==> src/rtl/key_filter_pkg.sv <==
// Shared definitions for the multi-key push-button conditioner:
// per-channel state encoding, default 50 MHz timing and width helpers.
package key_filter_pkg;

  typedef enum logic [1:0] {
    IDLE    = 2'd0,
    FILT_DN = 2'd1,
    DOWN    = 2'd2,
    FILT_UP = 2'd3
  } key_fsm_e;

  localparam int DEF_NUM_KEYS      = 4;
  localparam int DEF_DEB_CYCLES    = 1_000_000;   // 20 ms
  localparam int DEF_LONG_CYCLES   = 50_000_000;  // 1 s
  localparam int DEF_REPEAT_CYCLES = 10_000_000;  // 200 ms
  localparam int DEF_CNT_W         = 26;

  // Smallest r with 2**r >= value.
  function automatic int clog2(input longint unsigned value);
    int r;
    r = 0;
    for (int i = 0; i < 64; i++) begin
      if ((64'd1 << i) < value) r = i + 1;
    end
    return r;
  endfunction

  function automatic int max3(input int a, input int b, input int c);
    int m;
    m = (a > b) ? a : b;
    return (m > c) ? m : c;
  endfunction

endpackage

==> src/rtl/key_filter_ch.sv <==
// One key channel: two-flop synchroniser, debounce FSM, hold/repeat timer
// and registered level/press/release/long outputs.
module key_filter_ch
  import key_filter_pkg::*;
#(
  parameter int DEB_CYCLES    = DEF_DEB_CYCLES,
  parameter int LONG_CYCLES   = DEF_LONG_CYCLES,
  parameter int REPEAT_CYCLES = DEF_REPEAT_CYCLES,
  parameter int CNT_W         = DEF_CNT_W
) (
  input  logic Clk,
  input  logic Rst,
  input  logic key_in,
  output logic key_state,
  output logic key_press,
  output logic key_release,
  output logic key_long
);

  localparam logic [CNT_W-1:0] DEB_LAST  = CNT_W'(DEB_CYCLES - 1);
  localparam logic [CNT_W-1:0] LONG_LAST = CNT_W'(LONG_CYCLES - 1);
  localparam logic [CNT_W-1:0] REP_LAST  = CNT_W'((REPEAT_CYCLES == 0) ? 0 : REPEAT_CYCLES - 1);
  localparam bit               REPEAT_EN = (REPEAT_CYCLES != 0);

  logic             sync_1;
  logic             key_s;
  key_fsm_e         state, state_nxt;
  logic [CNT_W-1:0] deb_cnt, deb_nxt;
  logic [CNT_W-1:0] hold_cnt, hold_nxt;
  logic             first, first_nxt;
  logic             long_hit;
  logic             press_nxt, release_nxt, long_nxt, level_nxt;

  // Synchroniser resets to the released level so reset never looks like a press.
  always_ff @(posedge Clk or posedge Rst) begin
    if (Rst) begin
      sync_1 <= 1'b1;
      key_s  <= 1'b1;
    end else begin
      // NOTE: non-blocking assignments let key_s take the old sync_1, giving two real flop stages.
      sync_1 <= key_in;
      key_s  <= sync_1;
    end
  end

  always_ff @(posedge Clk or posedge Rst) begin
    if (Rst) begin
      state       <= IDLE;
      deb_cnt     <= '0;
      hold_cnt    <= '0;
      first       <= 1'b0;
      key_state   <= 1'b0;
      key_press   <= 1'b0;
      key_release <= 1'b0;
      key_long    <= 1'b0;
    end else begin
      state       <= state_nxt;
      deb_cnt     <= deb_nxt;
      hold_cnt    <= hold_nxt;
      first       <= first_nxt;
      key_state   <= level_nxt;
      key_press   <= press_nxt;
      key_release <= release_nxt;
      key_long    <= long_nxt;
    end
  end

  assign long_hit = first ? (hold_cnt == LONG_LAST)
                          : (REPEAT_EN && (hold_cnt == REP_LAST));

  always_comb begin
    // NOTE: every variable gets a default first so no path through the case infers a latch.
    state_nxt = state;
    deb_nxt   = deb_cnt;
    hold_nxt  = hold_cnt;
    first_nxt = first;
    case (state)
      IDLE: begin
        if (!key_s) begin
          state_nxt = FILT_DN;
          deb_nxt   = '0;
        end
      end
      FILT_DN: begin
        if (key_s) begin
          state_nxt = IDLE;
        end else if (deb_cnt == DEB_LAST) begin
          state_nxt = DOWN;
          hold_nxt  = '0;
          first_nxt = 1'b1;
        end else begin
          deb_nxt = deb_cnt + 1'b1;
        end
      end
      DOWN: begin
        if (key_s) begin
          state_nxt = FILT_UP;
          deb_nxt   = '0;
        end else if (long_hit) begin
          hold_nxt  = '0;
          first_nxt = 1'b0;
        end else if (!first && !REPEAT_EN) begin
          // Repeat disabled: park the timer once the single long pulse is out.
          if (hold_cnt != '1) hold_nxt = hold_cnt + 1'b1;
        end else begin
          hold_nxt = hold_cnt + 1'b1;
        end
      end
      FILT_UP: begin
        // A bounce back down resumes the hold timer where it was frozen.
        if (!key_s) begin
          state_nxt = DOWN;
        end else if (deb_cnt == DEB_LAST) begin
          state_nxt = IDLE;
        end else begin
          deb_nxt = deb_cnt + 1'b1;
        end
      end
      default: state_nxt = IDLE;
    endcase
  end

  always_comb begin
    press_nxt   = (state == FILT_DN) && !key_s && (deb_cnt == DEB_LAST);
    release_nxt = (state == FILT_UP) &&  key_s && (deb_cnt == DEB_LAST);
    long_nxt    = (state == DOWN)    && !key_s && long_hit;
    level_nxt   = (state_nxt == DOWN) || (state_nxt == FILT_UP);
  end

endmodule

==> src/rtl/key_filter_multi.sv <==
// N-channel push-button conditioner: replicates key_filter_ch per key pin
// and concatenates the per-channel level and event outputs.
module key_filter_multi
  import key_filter_pkg::*;
#(
  parameter int NUM_KEYS      = DEF_NUM_KEYS,
  parameter int DEB_CYCLES    = DEF_DEB_CYCLES,
  parameter int LONG_CYCLES   = DEF_LONG_CYCLES,
  parameter int REPEAT_CYCLES = DEF_REPEAT_CYCLES,
  parameter int CNT_W         = DEF_CNT_W
) (
  input  logic                Clk,
  input  logic                Rst,
  input  logic [NUM_KEYS-1:0] key_in,
  output logic [NUM_KEYS-1:0] key_state,
  output logic [NUM_KEYS-1:0] key_press,
  output logic [NUM_KEYS-1:0] key_release,
  output logic [NUM_KEYS-1:0] key_long
);

  localparam int MAX_CYCLES = max3(DEB_CYCLES, LONG_CYCLES, REPEAT_CYCLES);

  if (NUM_KEYS < 1 || NUM_KEYS > 32) begin : g_bad_num_keys
    $error("key_filter_multi: NUM_KEYS must be 1..32");
  end
  if (DEB_CYCLES < 2) begin : g_bad_deb
    $error("key_filter_multi: DEB_CYCLES must be at least 2");
  end
  if (LONG_CYCLES < 2) begin : g_bad_long
    $error("key_filter_multi: LONG_CYCLES must be at least 2");
  end
  if (REPEAT_CYCLES < 0) begin : g_bad_repeat
    $error("key_filter_multi: REPEAT_CYCLES must not be negative");
  end
  if (CNT_W < clog2(longint'(MAX_CYCLES) + 1)) begin : g_bad_cnt_w
    $error("key_filter_multi: CNT_W too small for the longest timing constant");
  end

  for (genvar i = 0; i < NUM_KEYS; i++) begin : g_ch
    key_filter_ch #(
      .DEB_CYCLES   (DEB_CYCLES),
      .LONG_CYCLES  (LONG_CYCLES),
      .REPEAT_CYCLES(REPEAT_CYCLES),
      .CNT_W        (CNT_W)
    ) u_ch (
      .Clk        (Clk),
      .Rst        (Rst),
      .key_in     (key_in[i]),
      .key_state  (key_state[i]),
      .key_press  (key_press[i]),
      .key_release(key_release[i]),
      .key_long   (key_long[i])
    );
  end

endmodule

==> config.mk <==
export PLATFORM = sky130hd
export DESIGN_NAME = key_filter_multi
export DESIGN_NICKNAME = d
export VERILOG_FILES = /design/src/rtl/key_filter_pkg.sv /design/src/rtl/key_filter_ch.sv /design/src/rtl/key_filter_multi.sv
export SDC_FILE = /design/constraint.sdc
export NUM_CORES = 1
export LEC_CHECK = 0
export BUFFER_PORTS_ARGS = -buffer_cell sky130_fd_sc_hd__buf_2
export CAP_MARGIN = 20
export CORE_ASPECT_RATIO = 1.2
export CORE_MARGIN = 1
export CORE_UTILIZATION = 55
export CTS_CLUSTER_DIAMETER = 50
export DETAILED_ROUTE_END_ITERATION = 12
export GPL_TIMING_DRIVEN = 0
export MAX_ROUTING_LAYER = met4
export PLACE_DENSITY = 0.74
export SETUP_SLACK_MARGIN = 0.05
export SYNTH_ARGS = -nofsm -noshare
export SYNTH_HDL_FRONTEND = slang
export SYNTH_HIERARCHICAL = 1
export SYNTH_SLANG_ARGS = --single-unit
==> constraint.sdc <==
create_clock -name Clk -period 2.6 [get_ports Clk]
set_input_delay 0.13 -clock Clk [delete_from_list [all_inputs] [get_ports Clk]]
set_output_delay 0.13 -clock Clk [all_outputs]
set_load 0.005 [all_outputs]
==> flow_metrics.env <==
export IMPL_avgSynthCellArea_sq_um=9.27
export IMPL_path_class="reg -> reg"
export IMPL_crit_path_start_kind="flop"
export IMPL_ys_ff_latch=244
export IMPL_gp_congestion=0.912
export IMPL_drive_gt1_share_pct=11.6
export IMPL_final_setup_tns_ns=0
export IMPL_final_util_pct=64.2
export IMPL_crit_family="simple AND/OR/NAND/NOR gates"
export IMPL_firstDrtPassIters=5
export IMPL_numCtsBuffers=30
export IMPL_synth_edf_count=0
export IMPL_cts_clk_slew_worst_paths_ns=0.06
export IMPL_cts_buffer_depth=3
export IMPL_drt_iter0_drc=629
export IMPL_cts_root_buf="clkbuf_16"
export IMPL_r2r_end="g_ch[3].u_ch/hold_cnt[23]"
export IMPL_cts_sink_count=244
export IMPL_track_usage_pct=26.3
export IMPL_clock_skew_ns=0.0146
export IMPL_leakage_uw=0.00613
export IMPL_synthDistinctLibCells=73
export IMPL_n_antenna_cell=0
export IMPL_route_detailed_drc=0
export IMPL_synthCells=1433
export IMPL_cts_max_level=1
export IMPL_slowest_delay_ns=0.58
export IMPL_finalHoldViolations=0
export IMPL_relSlewSlack_pct=37.3
export IMPL_globalRoute_totalOverflow=0
export IMPL_synth_net_count=1447
export IMPL_drt_vias_per_instance=6.19
export IMPL_max_slew_worst_pin_slew_ns=0.932
export IMPL_cp_max_fo=10
export IMPL_clk_latency_ns=0.56
export IMPL_chipWidth_um=144
export IMPL_finalSetupViolCount=0
export IMPL_synth_area_sq_um=13300
export IMPL_status="complete, no violations"
export IMPL_hp_class="in -> async"
export IMPL_cpMaxStageDelayCell="or4_4"
export IMPL_drv_slew=0
export IMPL_grt_setup_unrepaired="no"
export IMPL_die_height_um=172
export IMPL_hpwlAfterDp_um=20700
export IMPL_reg2regPathDepth=8
export IMPL_crit_start="g_ch[3].u_ch/deb_cnt[1]"
export IMPL_clock_fmax_mhz=409
export IMPL_dp_cells=1773
export IMPL_yosysSeqAreaShare_pct=46.0
export IMPL_vias=11400
export IMPL_antenna_found_initial=0
export IMPL_initial_core_util_pct=56.7
export IMPL_synth_warnings=6
export IMPL_numPortBuffers=21
export IMPL_drt_wl_total_um=30200
export IMPL_core_sq_um=23400
export IMPL_grt_max_degree=44
export IMPL_ant_nets=0
export IMPL_dieArea_sq_um=24800
export IMPL_cp_num_buf_inv=1
export IMPL_num_io_pins=22
export IMPL_peakVddDrop_v=0.000506
export IMPL_maxCapViolCount=0
export IMPL_fin_total_pwr_uw=8340
export IMPL_crit_chain="ha_1 -> nand3_2 -> or4_4 -> o31ai_4 -> buf_6 -> nand3_4 -> or3_1 -> a21oi_1"
export IMPL_layout_min_cycle_time_ns=2.45
export IMPL_wl_per_cell_um=16.4
export IMPL_synthToLayoutAreaGrowth_pct=13.2
export IMPL_worstSetupEndpoint="g_ch[3].u_ch/hold_cnt[23]"
export IMPL_cp_depth=8
export IMPL_finalCritPeriodShare_pct=94.1
export IMPL_ys_async_sr_fraction_pct=100
export IMPL_reg2reg_from="g_ch[3].u_ch/deb_cnt[1]"
export IMPL_crit_required_ns=3.07
export IMPL_grt_first_pass_wirelength_um=52400
export IMPL_cp_arrival_ns=2.91
export IMPL_reg2reg_slack_ns=0.15
export IMPL_final_cell_count_no_fill=1844
export IMPL_nets=1519
export IMPL_grt_pass1_vias=11100
export IMPL_cts_tree="yes"
export IMPL_synthFlopType="dfrtp_1"
export IMPL_end_kind="flop"
export IMPL_power_density_nw_per_um2=555
export IMPL_rows=61
[layout by cell type (no fill, tap or decap), types with 11 or more instances in the layout]
| master | n |
|---|---|
| dfrtp_1 | 236 |
| nor2_1 | 157 |
| nand2_1 | 116 |
| nand3_1 | 95 |
| a21oi_1 | 82 |
| o21ai_0 | 75 |
| o31ai_1 | 52 |
| or4_1 | 48 |
| or3_1 | 47 |
| xnor2_1 | 46 |
| nand4_1 | 43 |
| nor3_1 | 41 |
| clkbuf_1 | 34 |
| nor4_1 | 34 |
| xor2_1 | 33 |
| buf_2 | 31 |
| clkbuf_16 | 30 |
| inv_1 | 30 |
| and4_1 | 24 |
| a31oi_1 | 20 |
| and3_1 | 17 |
| nand2b_1 | 15 |
| buf_4 | 14 |
| or2_2 | 14 |
| a41o_1 | 11 |
[stage by stage]
step           setup WS, ns  hold slack, ns  cell area (sq um)
6_report              0.154           0.199              15000
5_1_grt              0.0474           0.201              15000
4_1_cts               0.144           0.184              14900
3_5_place_dp          0.204           0.226              13900
3_3_place_gp         0.0388           0.235              13800
2_1_floorplan         0.425           0.134              13300
[registers in the layout, summed over array words and instances, names as in the netlist]
register and flops:
g_ch.u_ch/deb_cnt 104, g_ch.u_ch/hold_cnt 104, g_ch.u_ch/state 8, g_ch.u_ch/first 4, g_ch.u_ch/key_long 4, g_ch.u_ch/key_press 4
g_ch.u_ch/key_release 4, g_ch.u_ch/key_s 4, g_ch.u_ch/key_state 4, g_ch.u_ch/sync_1 4
[power breakdown]
group | internal [uW] | switching, uW
sequential | 3840 | 40.7
clock | 2560 | 1670
combinational | 65.0 | 172
[repair_timing]
item / CTS / global route
resized for setup: 0 / 7
endpoints found under the hold margin: 92 / 0
setup endpoints to repair: 0 / 23
hold buffers: 5 / 0
buffers inserted: 0 / 11
[Yosys cell counts, types with 36 or more instances]
master	count	area, sq um
nand3_1	95	475
a21oi_1	82	410
nor2_1	157	589
nand2_1	116	435
clkbuf_1	36	135
nor3_1	41	205
o31ai_1	52	390
or4_1	48	360
xnor2_1	46	403
o21ai_0	76	380
dfrtp_1	236	5910
or3_1	47	294
nand4_1	43	269
[kinds of logic after synthesis]
kind of cell	Yosys count	share of synthesized area (%)
compound gates	303	15.1
xor+xnor	79	5.21
fa+ha+maj	8	0.754
buf+inv	90	3.07
flops	244	46.0
mux	2	0.160
simple gates	707	29.7
[area by class of cell]
cell class	instances	area, sq um
Buffer	55	279
Clock buffer	40	868
Clock inverter	16	168
Fill cell	1955	8390
Inverter	34	128
Multi-Input combinational cell	1099	6770
Sequential cell	244	6120
Tap cell	315	394
Timing Repair Buffer	41	318
[per-layer routing]
| layer | global-route usage (%) | routed length [um] | up-vias |
|---|---|---|---|
| li1 | - | - | 5507 |
| met1 | 33.8 | 13400 | 5567 |
| met2 | 44.0 | 15000 | 281 |
| met3 | 2.80 | 1160 | 57 |
| met4 | 7.54 | 626 | 0 |
| met5 | - | 0 | - |
[worst reg2reg max path, cell delays in order (launching register included)]
cell	delay [ns]
dfrtp_1	0.38
ha_1	0.20
nand3_2	0.14
or4_4	0.59
o31ai_4	0.24
buf_6	0.19
nand3_4	0.09
or3_1	0.36
a21oi_1	0.17
[how the worst min path moves through the flow]
stage	start	endpoint
4_1_cts	Rst	g_ch[1].u_ch/deb_cnt[12]
2_1_floorplan	key_in[0]	g_ch[0].u_ch/sync_1
6_report	Rst	g_ch[1].u_ch/deb_cnt[12]
3_5_place_dp	Rst	g_ch[1].u_ch/deb_cnt[12]
3_3_place_gp	key_in[3]	g_ch[3].u_ch/sync_1
5_1_grt	key_in[1]	g_ch[1].u_ch/sync_1
Note: power is estimated with default switching activity, not from simulation.
